<file path="src/rtl/sub2_pkg.sv">
// Shared types and constants for the bit-serial subtractor.
package sub2_pkg;

  typedef enum logic [1:0] {
    IDLE = 2'd0,
    RUN  = 2'd1,
    DONE = 2'd2
  } state_e;

  localparam int DEFAULT_WIDTH = 8;

endpackage

</file>
<file path="src/rtl/sub_bit.sv">
// One-bit full subtractor: d = a - b - bin, bout is the borrow out.
module sub_bit (
  input  logic a,
  input  logic b,
  input  logic bin,
  output logic d,
  output logic bout
);

  assign d    = a ^ b ^ bin;
  assign bout = (~a & b) | (~(a ^ b) & bin);

endmodule

</file>
<file path="src/rtl/sub2_serial.sv">
// Bit-serial subtractor: latches a/b, resolves one bit per clock LSB first,
// then presents diff/borrow/overflow until the consumer takes them.
module sub2_serial
  import sub2_pkg::*;
#(
  parameter int clock_freq_hz   = 50_000_000,
  parameter int clock_ns_per_hz = 20,
  parameter int WIDTH           = DEFAULT_WIDTH
) (
  input  logic             clk,
  input  logic             rst_n,
  input  logic             in_valid,
  output logic             in_ready,
  input  logic [WIDTH-1:0] a,
  input  logic [WIDTH-1:0] b,
  output logic             out_valid,
  input  logic             out_ready,
  output logic [WIDTH-1:0] diff,
  output logic             borrow,
  output logic             overflow
);

  localparam int CW = (WIDTH > 1) ? $clog2(WIDTH) : 1;
  localparam logic [CW-1:0] LAST = CW'(WIDTH - 1);

  if (WIDTH < 2 || WIDTH > 32 || clock_freq_hz <= 0 || clock_ns_per_hz <= 0) begin : g_bad_cfg
    $error("sub2_serial: illegal parameter setting");
  end

  state_e           state_q, state_d;
  logic [CW-1:0]    cnt_q, cnt_d;
  logic             br_q, br_d;
  logic [WIDTH-1:0] res_q, res_d;
  logic             borrow_q, borrow_d;
  logic             overflow_q, overflow_d;
  logic [WIDTH-1:0] a_q, a_d;
  logic [WIDTH-1:0] b_q, b_d;
  logic             bit_d, bit_bout;

  sub_bit u_bit (
    .a    (a_q[cnt_q]),
    .b    (b_q[cnt_q]),
    .bin  (br_q),
    .d    (bit_d),
    .bout (bit_bout)
  );

  always_comb begin
    state_d    = state_q;
    cnt_d      = cnt_q;
    br_d       = br_q;
    res_d      = res_q;
    borrow_d   = borrow_q;
    overflow_d = overflow_q;
    a_d        = a_q;
    b_d        = b_q;
    case (state_q)
      IDLE: begin
        // Operands are only sampled on an accepted handshake, so idle X's stay out.
        if (in_valid) begin
          a_d     = a;
          b_d     = b;
          cnt_d   = '0;
          br_d    = 1'b0;
          state_d = RUN;
        end
      end
      RUN: begin
        res_d = {bit_d, res_q[WIDTH-1:1]};
        br_d  = bit_bout;
        if (cnt_q == LAST) begin
          cnt_d      = '0;
          borrow_d   = bit_bout;
          // Signs differ and the result sign departs from the minuend's.
          overflow_d = (a_q[WIDTH-1] != b_q[WIDTH-1]) && (bit_d != a_q[WIDTH-1]);
          state_d    = DONE;
        end else begin
          cnt_d = cnt_q + CW'(1);
        end
      end
      DONE: begin
        if (out_ready) state_d = IDLE;
      end
      default: state_d = IDLE;
    endcase
  end

  always_ff @(posedge clk or negedge rst_n) begin
    if (!rst_n) begin
      state_q    <= IDLE;
      cnt_q      <= '0;
      br_q       <= 1'b0;
      res_q      <= '0;
      borrow_q   <= 1'b0;
      overflow_q <= 1'b0;
    end else begin
      state_q    <= state_d;
      cnt_q      <= cnt_d;
      br_q       <= br_d;
      res_q      <= res_d;
      borrow_q   <= borrow_d;
      overflow_q <= overflow_d;
    end
  end

  always_ff @(posedge clk) begin
    a_q <= a_d;
    b_q <= b_d;
  end

  assign in_ready  = (state_q == IDLE);
  assign out_valid = (state_q == DONE);
  assign diff      = res_q;
  assign borrow    = borrow_q;
  assign overflow  = overflow_q;

endmodule
</file>
<file path="config.mk">
export PLATFORM = sky130hd
export DESIGN_NAME = sub2_serial
export DESIGN_NICKNAME = d
export VERILOG_FILES = /design/src/rtl/sub2_pkg.sv /design/src/rtl/sub_bit.sv /design/src/rtl/sub2_serial.sv
export SDC_FILE = /design/constraint.sdc
export NUM_CORES = 1
export LEC_CHECK = 0
export BUFFER_PORTS_ARGS = -buffer_cell sky130_fd_sc_hd__buf_2
export CORE_MARGIN = 2
export CORE_UTILIZATION = 50
export DETAILED_ROUTE_END_ITERATION = 8
export PLACE_DENSITY = 0.74
export SYNTH_ARGS = -nofsm -noshare
export SYNTH_HDL_FRONTEND = slang
export SYNTH_SLANG_ARGS = --single-unit
</file>
<file path="constraint.sdc">
create_clock -name clk -period 4.9 [get_ports clk]
set_input_delay 0.735 -clock clk [delete_from_list [all_inputs] [get_ports clk]]
set_output_delay 0.735 -clock clk [all_outputs]
set_load 0.005 [all_outputs]
</file>
# Word-level counts from Yosys, hierarchy flattened
# Cells that the tools add are included.
# op_classes
add_sub_neg	1
magnitude_cmp	1
n_eq_ne	8
muxes	13
n_bitwise	7
reduce_logical	7
# ops
cell	n
1-bit binary-select mux with 3-bit select	2
2-bit 2-to-1 mux	3
3-bit 2-to-1 mux	2
2-bit case mux with 3 select lines	1
3-bit case mux with 2 select lines	1
2-bit AND reduction	3
3-bit by 4-bit less-than comparator with 1-bit output (second input constant)	1
2-bit != test (second input constant)	2
3-bit by 1-bit adder with 3-bit output (second input constant)	1
3-bit equality test (second input constant)	1
1-bit 2-to-1 mux	3
3-bit AND reduction	1
1-bit bitwise AND	2
2-bit by 1-bit equality test with 1-bit output (second input constant)	1
2-bit equality test (second input constant)	1
2-bit zero test	1
1-bit != test	2
2-bit by 1-bit != test with 1-bit output (second input constant)	1
1-bit NOT	2
1-bit case mux with 2 select lines	1
2-bit nonzero test	1
1-bit bitwise XOR	2
1-bit logical AND	1
1-bit bitwise OR	1
# totals
ff_bits	32
in_bits	20
output_inout_bits	12

# Depth between registers and ports, before layout
# logic_depth
depth_word	7
ltp_mapped	7
depth_no_buf	6

# Cells and area by module
# A second synthesis with hierarchy kept.
# hier_totals
hier_cells	94
hier_area_um2	1322.5
# modules_own_cells
module	instances	cells_each	area_per_inst_um2	seq_area_each_um2
sub2_serial	1	90	1291.2	880.8
sub_bit	1	4	31.3	0.0

# Worst setup path before layout
# OpenSTA, ideal clock, no wires.
# synth_timing
path_kind	flip-flop to flip-flop
start	register cnt_q[0]
end	register overflow_q (netlist: overflow)
arrival_time_ps	2095
slack_ps	2722
path_stages_with_launch	8
n_path_buf	1
cell_sequence	dfrtp_1 buf_6 mux4_1 mux2_2 fa_1 nor3b_1 a21oi_1 o21ai_0
# synth_via
elab_chain_len	6
elab_cells_between_ends	10
# synth_rtl
element	line_no	source
start: declaration	sub2_serial.sv:31	logic [CW-1:0] cnt_q, cnt_d;
start signal: assignment	sub2_serial.sv:98	cnt_q <= cnt_d;
1-bit binary-select mux with 3-bit select (on tied branches)	sub2_serial.sv:41, sub2_serial.sv:42	
1-bit 2-to-1 mux (on tied branches)	sub2_serial.sv:41, sub2_serial.sv:42	
1-bit bitwise XOR (*) (2 in series)	sub_bit.sv:10	assign d = a ^ b ^ bin;
net bit_d	sub2_serial.sv:38	logic bit_d, bit_bout;
1-bit != test (*)	sub2_serial.sv:75	overflow_d = (a_q[WIDTH-1] != b_q[WIDTH-1]) && (bit_d != a_q[WIDTH-1]);
1-bit logical AND (*)	sub2_serial.sv:75	
end signal: assignment	sub2_serial.sv:102	overflow_q <= overflow_d;
end: declaration	sub2_serial.sv:35	logic overflow_q, overflow_d;
# Mark *: on every way through the listed nets, which the timed path passes. The rest lies on a longest branch. The select of a mux whose other input is x is not followed.
# A chain may end at the register's enable or synchronous reset.

# Worst setup path after layout
# Same ends and word-level chain as after synthesis.

==> results <==
- Detailed placement finished with a half-perimeter wire length of about 1600 um.
- The count of buffering cells on the critical path with inverters included is 0.
- For this configuration, the core starts out at a cell density of a little over half.
- The cell with the largest stage delay on the worst path is sky130_fd_sc_hd__mux4_1.
- The via count normalized by instance count is 5.14.
- The leftover overflow at the end of global routing is 0.
- STA classifies the critical path startpoint as a flip-flop.
- The final cell utilization of the core is between 60% and 70%.
- The global routing stage identified its most utilized layer as met2.
- Measured along the y axis, the die boundary spans between 50 and 60 um.
- The sequential element share of the synthesized area is roughly two thirds.
- The number of antenna violations at the first check in global routing is 0.
- The final number of setup-violating endpoints is 0.
- The post-detailed-route count of antenna-violating nets is 0.
- The worst register-to-register path has a setup slack of 2.52 ns.
- The final clock skew is around 0.0095 ns.
- The first global-routing pass estimated around 3700 um of wire.
- For the worst flop-to-flop path, the logic depth is 6.
- STA puts the critical path data required time at 5.14 ns.
- Setup repair after global routing left no endpoint under its margin.
- The area inside the core boundary is 2480 sq um.
- The latest clock arrival within the worst-skew pair is 0.32 ns.
- The maximum vdd ir drop is ~330 uV.
- Synthesis produced a netlist whose cell count is 94.
- Clock tree synthesis found a total of 32 sinks.
- When the netlist entered floorplanning its net count stood at roughly 120.
- The run finished with clean final reports.
- In the final layout, the multi-input gates occupy a little over 400 sq um.
- At the pin with the least slew margin, the transition time is around 0.73 ns.
- Hold timing on the final database bottoms out at a slack of a little over 0.3 ns.
- The final routed DRC violation total is 0.
- Leaving out filler cells and counting taps, the final layout contains 160.
- The setup slack after layout is around 2.5 ns.
- The endpoint of the lowest-slack register-to-register path is overflow$_DFFE_PN0P_.
- The number of hold buffers added after CTS was 0.
- After Yosys synthesis, and, or, nand and nor cells account for 12.9% of the synthesized area.
- The repair_antennas step left the layout with diodes totalling 0.
- The reported leakage power is 0.710 nW.
- At the end of routability-driven placement, the weighted congestion stood at 0.722.
- Clock tree synthesis selected as its root buffer the cell sky130_fd_sc_hd__clkbuf_4.
- The CTS H-tree depth is 2.
- The critical path capture point type is a flip-flop.
- The average detailed-routed wire length per instance is 13.2 um.
- The xor and xnor fraction of the mapped netlist area is 0%.
- The average instance area after synthesis is between 10 and 15 sq um.
- From synthesis to final layout, the design area changed by 17.1%.
- The path class of the tightest hold or removal check is input port to async pin.
- The warning count from the yosys run is 0.
- In the final design database the tool counted approximately 150 nets.
- The width of the die is between 50 and 60 um.
- TritonCTS built the clock tree.
- The final worst-path cycle share is between 40% and 50%.
- The detailed-route wire length is 2120 um.
- The number of placed instances, taps included, is approximately 150.
- In this run the core area contains 18 standard-cell rows.
- Buffers added to address setup during post-CTS repair amount to 0.
- Summing the areas of all compound-gate instances in the mapped netlist gives ~4% of the synthesized area.
- In this run the cell area measured after placement is ~1500 sq um.
- The number of distinct library cells after synthesis is 22.
- During I/O placement, the number of pins put on the boundary was 32.
- The worst pin sits at a relative slew slack of 51.6%.
- The number of pins with negative max-slew slack in the final report came to 0.
- Summing over every cut layer, the via total after detailed routing is about 820.
- The share of synthesized cell area in full adder, half adder and majority cells is under 10%.
- Of the post-synthesis cell area, the part taken by muxes is 10.4%.
- The finished cells cover between 1500 and 2000 sq um.
- Walking the worst path, the cells encountered are mux4_1 -> mux2_2 -> fa_1 -> nor3b_1 -> a21oi_1 -> o21ai_0.
- The worst setup slack before clock tree synthesis is approximately 2.5 ns.
- Cells with a size suffix above 1 make up between 20% and 30% of the layout.
- The met1 demand-to-capacity share in global routing is 19.7%.
- The fraction of met2 tracks used by global routing is 31.0%.
- Summing every instance area after synthesis gives around 1300 sq um.
- The area enclosed by the die boundary is between 3000 and 4000 sq um.
- Timing would allow up to 0.419 GHz.
- The largest net degree at the start of global routing is 17.
- The first TritonRoute pass finished after 4 iterations.
- Registers take just under 900 sq um.
- The count of routing violations after the opening detailed-route iteration is 13.
- The post-cts gate resize count is 0.
- The data arrival time of the critical path is about 2.6 ns.
- The final setup TNS is 0 ns.
- The final count of hold timing violations is 0.
- The total design power is between 800 and 900 uW.
- After synthesis, the largest family of logic cells by area is simple AND/OR/NAND/NOR gates.
- The max-cap check violation count is 0.
- Counting the fill cells in the layout gives 202.
- The fraction of synthesized cell area taken by the top area cell type is between 30% and 40%.
- After clock tree synthesis, the clock-pin slew on the worst setup and hold paths is ~0.09 ns.
- The beginning of the worst register-to-register path is cnt_q[0]$_DFFE_PN0P_.
- The maximum clock path buffer count is 2.
- Buffers placed on the I/O ports in this run total 31.
- The setup path with the least slack is of type flip-flop to flip-flop.
- The via count of the first global-routing pass came to about 880.
- For the finished layout, the period the worst path requires is 2.38 ns.
- Power spread over the standard cell area amounts to around 560 nW/um^2.
- The routing usage on met3 is roughly 5.9%.
- Yosys attributes the largest share of cell area to sky130_fd_sc_hd__edfxtp_1 (37%), sky130_fd_sc_hd__dfrtp_1 (31%), sky130_fd_sc_hd__nand2_1 (8.3%).
- The family of cells with the greatest summed delay on the critical path is multiplexers.
- The biggest cell delay along the critical path is ~0.6 ns.
- The total of flip-flops plus latches after synthesis is 32.
- The number of buffers inserted during clock tree synthesis is 5.
- The overall track demand over capacity in global routing is 18.4%.
- The maximum fanout encountered on the critical timing path is 7.
- The cell taking the most area after synthesis is sky130_fd_sc_hd__edfxtp_1.
[cell usage in the layout (no fill, tap or decap)]
| cell type | instances |
|---|---|
| sky130_fd_sc_hd__mux2i_1 | 2 |
| sky130_fd_sc_hd__inv_1 | 2 |
| sky130_fd_sc_hd__o21ai_0 | 3 |
| sky130_fd_sc_hd__nand2b_1 | 2 |
| sky130_fd_sc_hd__buf_2 | 31 |
| sky130_fd_sc_hd__dfrtp_1 | 16 |
| sky130_fd_sc_hd__mux4_1 | 4 |
| sky130_fd_sc_hd__fa_1 | 1 |
| sky130_fd_sc_hd__nor2b_1 | 3 |
| sky130_fd_sc_hd__clkinv_2 | 1 |
| sky130_fd_sc_hd__clkbuf_1 | 2 |
| sky130_fd_sc_hd__a22o_1 | 2 |
| sky130_fd_sc_hd__ha_1 | 2 |
| sky130_fd_sc_hd__a21oi_1 | 1 |
| sky130_fd_sc_hd__edfxtp_1 | 16 |
| sky130_fd_sc_hd__clkbuf_4 | 5 |
| sky130_fd_sc_hd__nand2_1 | 29 |
| sky130_fd_sc_hd__nor3b_1 | 1 |
| sky130_fd_sc_hd__nand3b_1 | 1 |
| sky130_fd_sc_hd__nor2_1 | 2 |
| sky130_fd_sc_hd__o31ai_1 | 1 |
| sky130_fd_sc_hd__mux2_2 | 1 |
| sky130_fd_sc_hd__and2_1 | 1 |
| sky130_fd_sc_hd__o21bai_1 | 1 |
[cells in the mapped netlist]
| master | n |
|---|---|
| sky130_fd_sc_hd__mux2i_1 | 2 |
| sky130_fd_sc_hd__dfrtp_1 | 16 |
| sky130_fd_sc_hd__o21bai_1 | 1 |
| sky130_fd_sc_hd__edfxtp_1 | 16 |
| sky130_fd_sc_hd__nand2_1 | 29 |
| sky130_fd_sc_hd__nand3b_1 | 1 |
| sky130_fd_sc_hd__clkbuf_1 | 2 |
| sky130_fd_sc_hd__and2_1 | 1 |
| sky130_fd_sc_hd__fa_1 | 1 |
| sky130_fd_sc_hd__nor2_1 | 2 |
| sky130_fd_sc_hd__nor2b_1 | 3 |
| sky130_fd_sc_hd__mux4_1 | 4 |
| sky130_fd_sc_hd__ha_1 | 2 |
| sky130_fd_sc_hd__inv_1 | 2 |
| sky130_fd_sc_hd__o21ai_0 | 3 |
| sky130_fd_sc_hd__o31ai_1 | 1 |
| sky130_fd_sc_hd__a21oi_1 | 1 |
| sky130_fd_sc_hd__a22o_1 | 2 |
| sky130_fd_sc_hd__mux2_2 | 1 |
| sky130_fd_sc_hd__nand2b_1 | 2 |
| sky130_fd_sc_hd__nor3b_1 | 1 |
| sky130_fd_sc_hd__buf_6 | 1 |
[metal layers]
| layer | vias up | part of all wire [%] |
|---|---|---|
| li1 | 401 | - |
| met1 | 388 | 38 |
| met2 | 29 | 53 |
| met3 | 5 | 6.8 |
| met4 | 0 | 1.9 |
| met5 | - | 0 |
[sequential cells by signal, summed over array words and instances, names as in the netlist]
register	flops
a_q	8
b_q	8
diff	8
cnt_q	3
state_q	2
borrow	1
br_q	1
overflow	1
[logic make-up after synthesis]
family | count (synthesis)
compound gates | 8
fa+ha+maj | 3
buf+inv | 5
flops | 32
mux | 7
simple gates | 39
[worst register-to-register path, cell delays in order (launching register included)]
cell,delay (ns)
sky130_fd_sc_hd__dfrtp_1,0.51
sky130_fd_sc_hd__mux4_1,0.59
sky130_fd_sc_hd__mux2_2,0.30
sky130_fd_sc_hd__fa_1,0.50
sky130_fd_sc_hd__nor3b_1,0.19
sky130_fd_sc_hd__a21oi_1,0.06
sky130_fd_sc_hd__o21ai_0,0.15
[how the worst max path moves through the flow]
stage / from / to / cells after the start
after floorplan: cnt_q[0]$_DFFE_PN0P_ / overflow$_DFFE_PN0P_ / 7
after global routing: cnt_q[0]$_DFFE_PN0P_ / overflow$_DFFE_PN0P_ / 6
final: cnt_q[0]$_DFFE_PN0P_ / overflow$_DFFE_PN0P_ / 6
after detailed placement: cnt_q[0]$_DFFE_PN0P_ / overflow$_DFFE_PN0P_ / 6
after CTS: cnt_q[0]$_DFFE_PN0P_ / overflow$_DFFE_PN0P_ / 6
after global placement: cnt_q[0]$_DFFE_PN0P_ / overflow$_DFFE_PN0P_ / 6
[layout make-up]
class | instances | area share (%)
clock buffers | 7 | 2.94
well taps | 30 | 2.45
inverters | 2 | 0.489
clock inverters | 1 | 0.326
flip-flops and latches | 32 | 57.4
multi-input cells | 57 | 26.3
repair buffers | 31 | 10.1
[power by group]
group / internal, mW / leakage [nW] / switching, mW / total (mW)
clock: 0.0558 / 0.0293 / 0.0810 / 0.137
sequential: 0.363 / 0.345 / 0.0607 / 0.424
combinational: 0.147 / 0.336 / 0.149 / 0.296
Note: power is estimated with default switching activity, not from simulation.
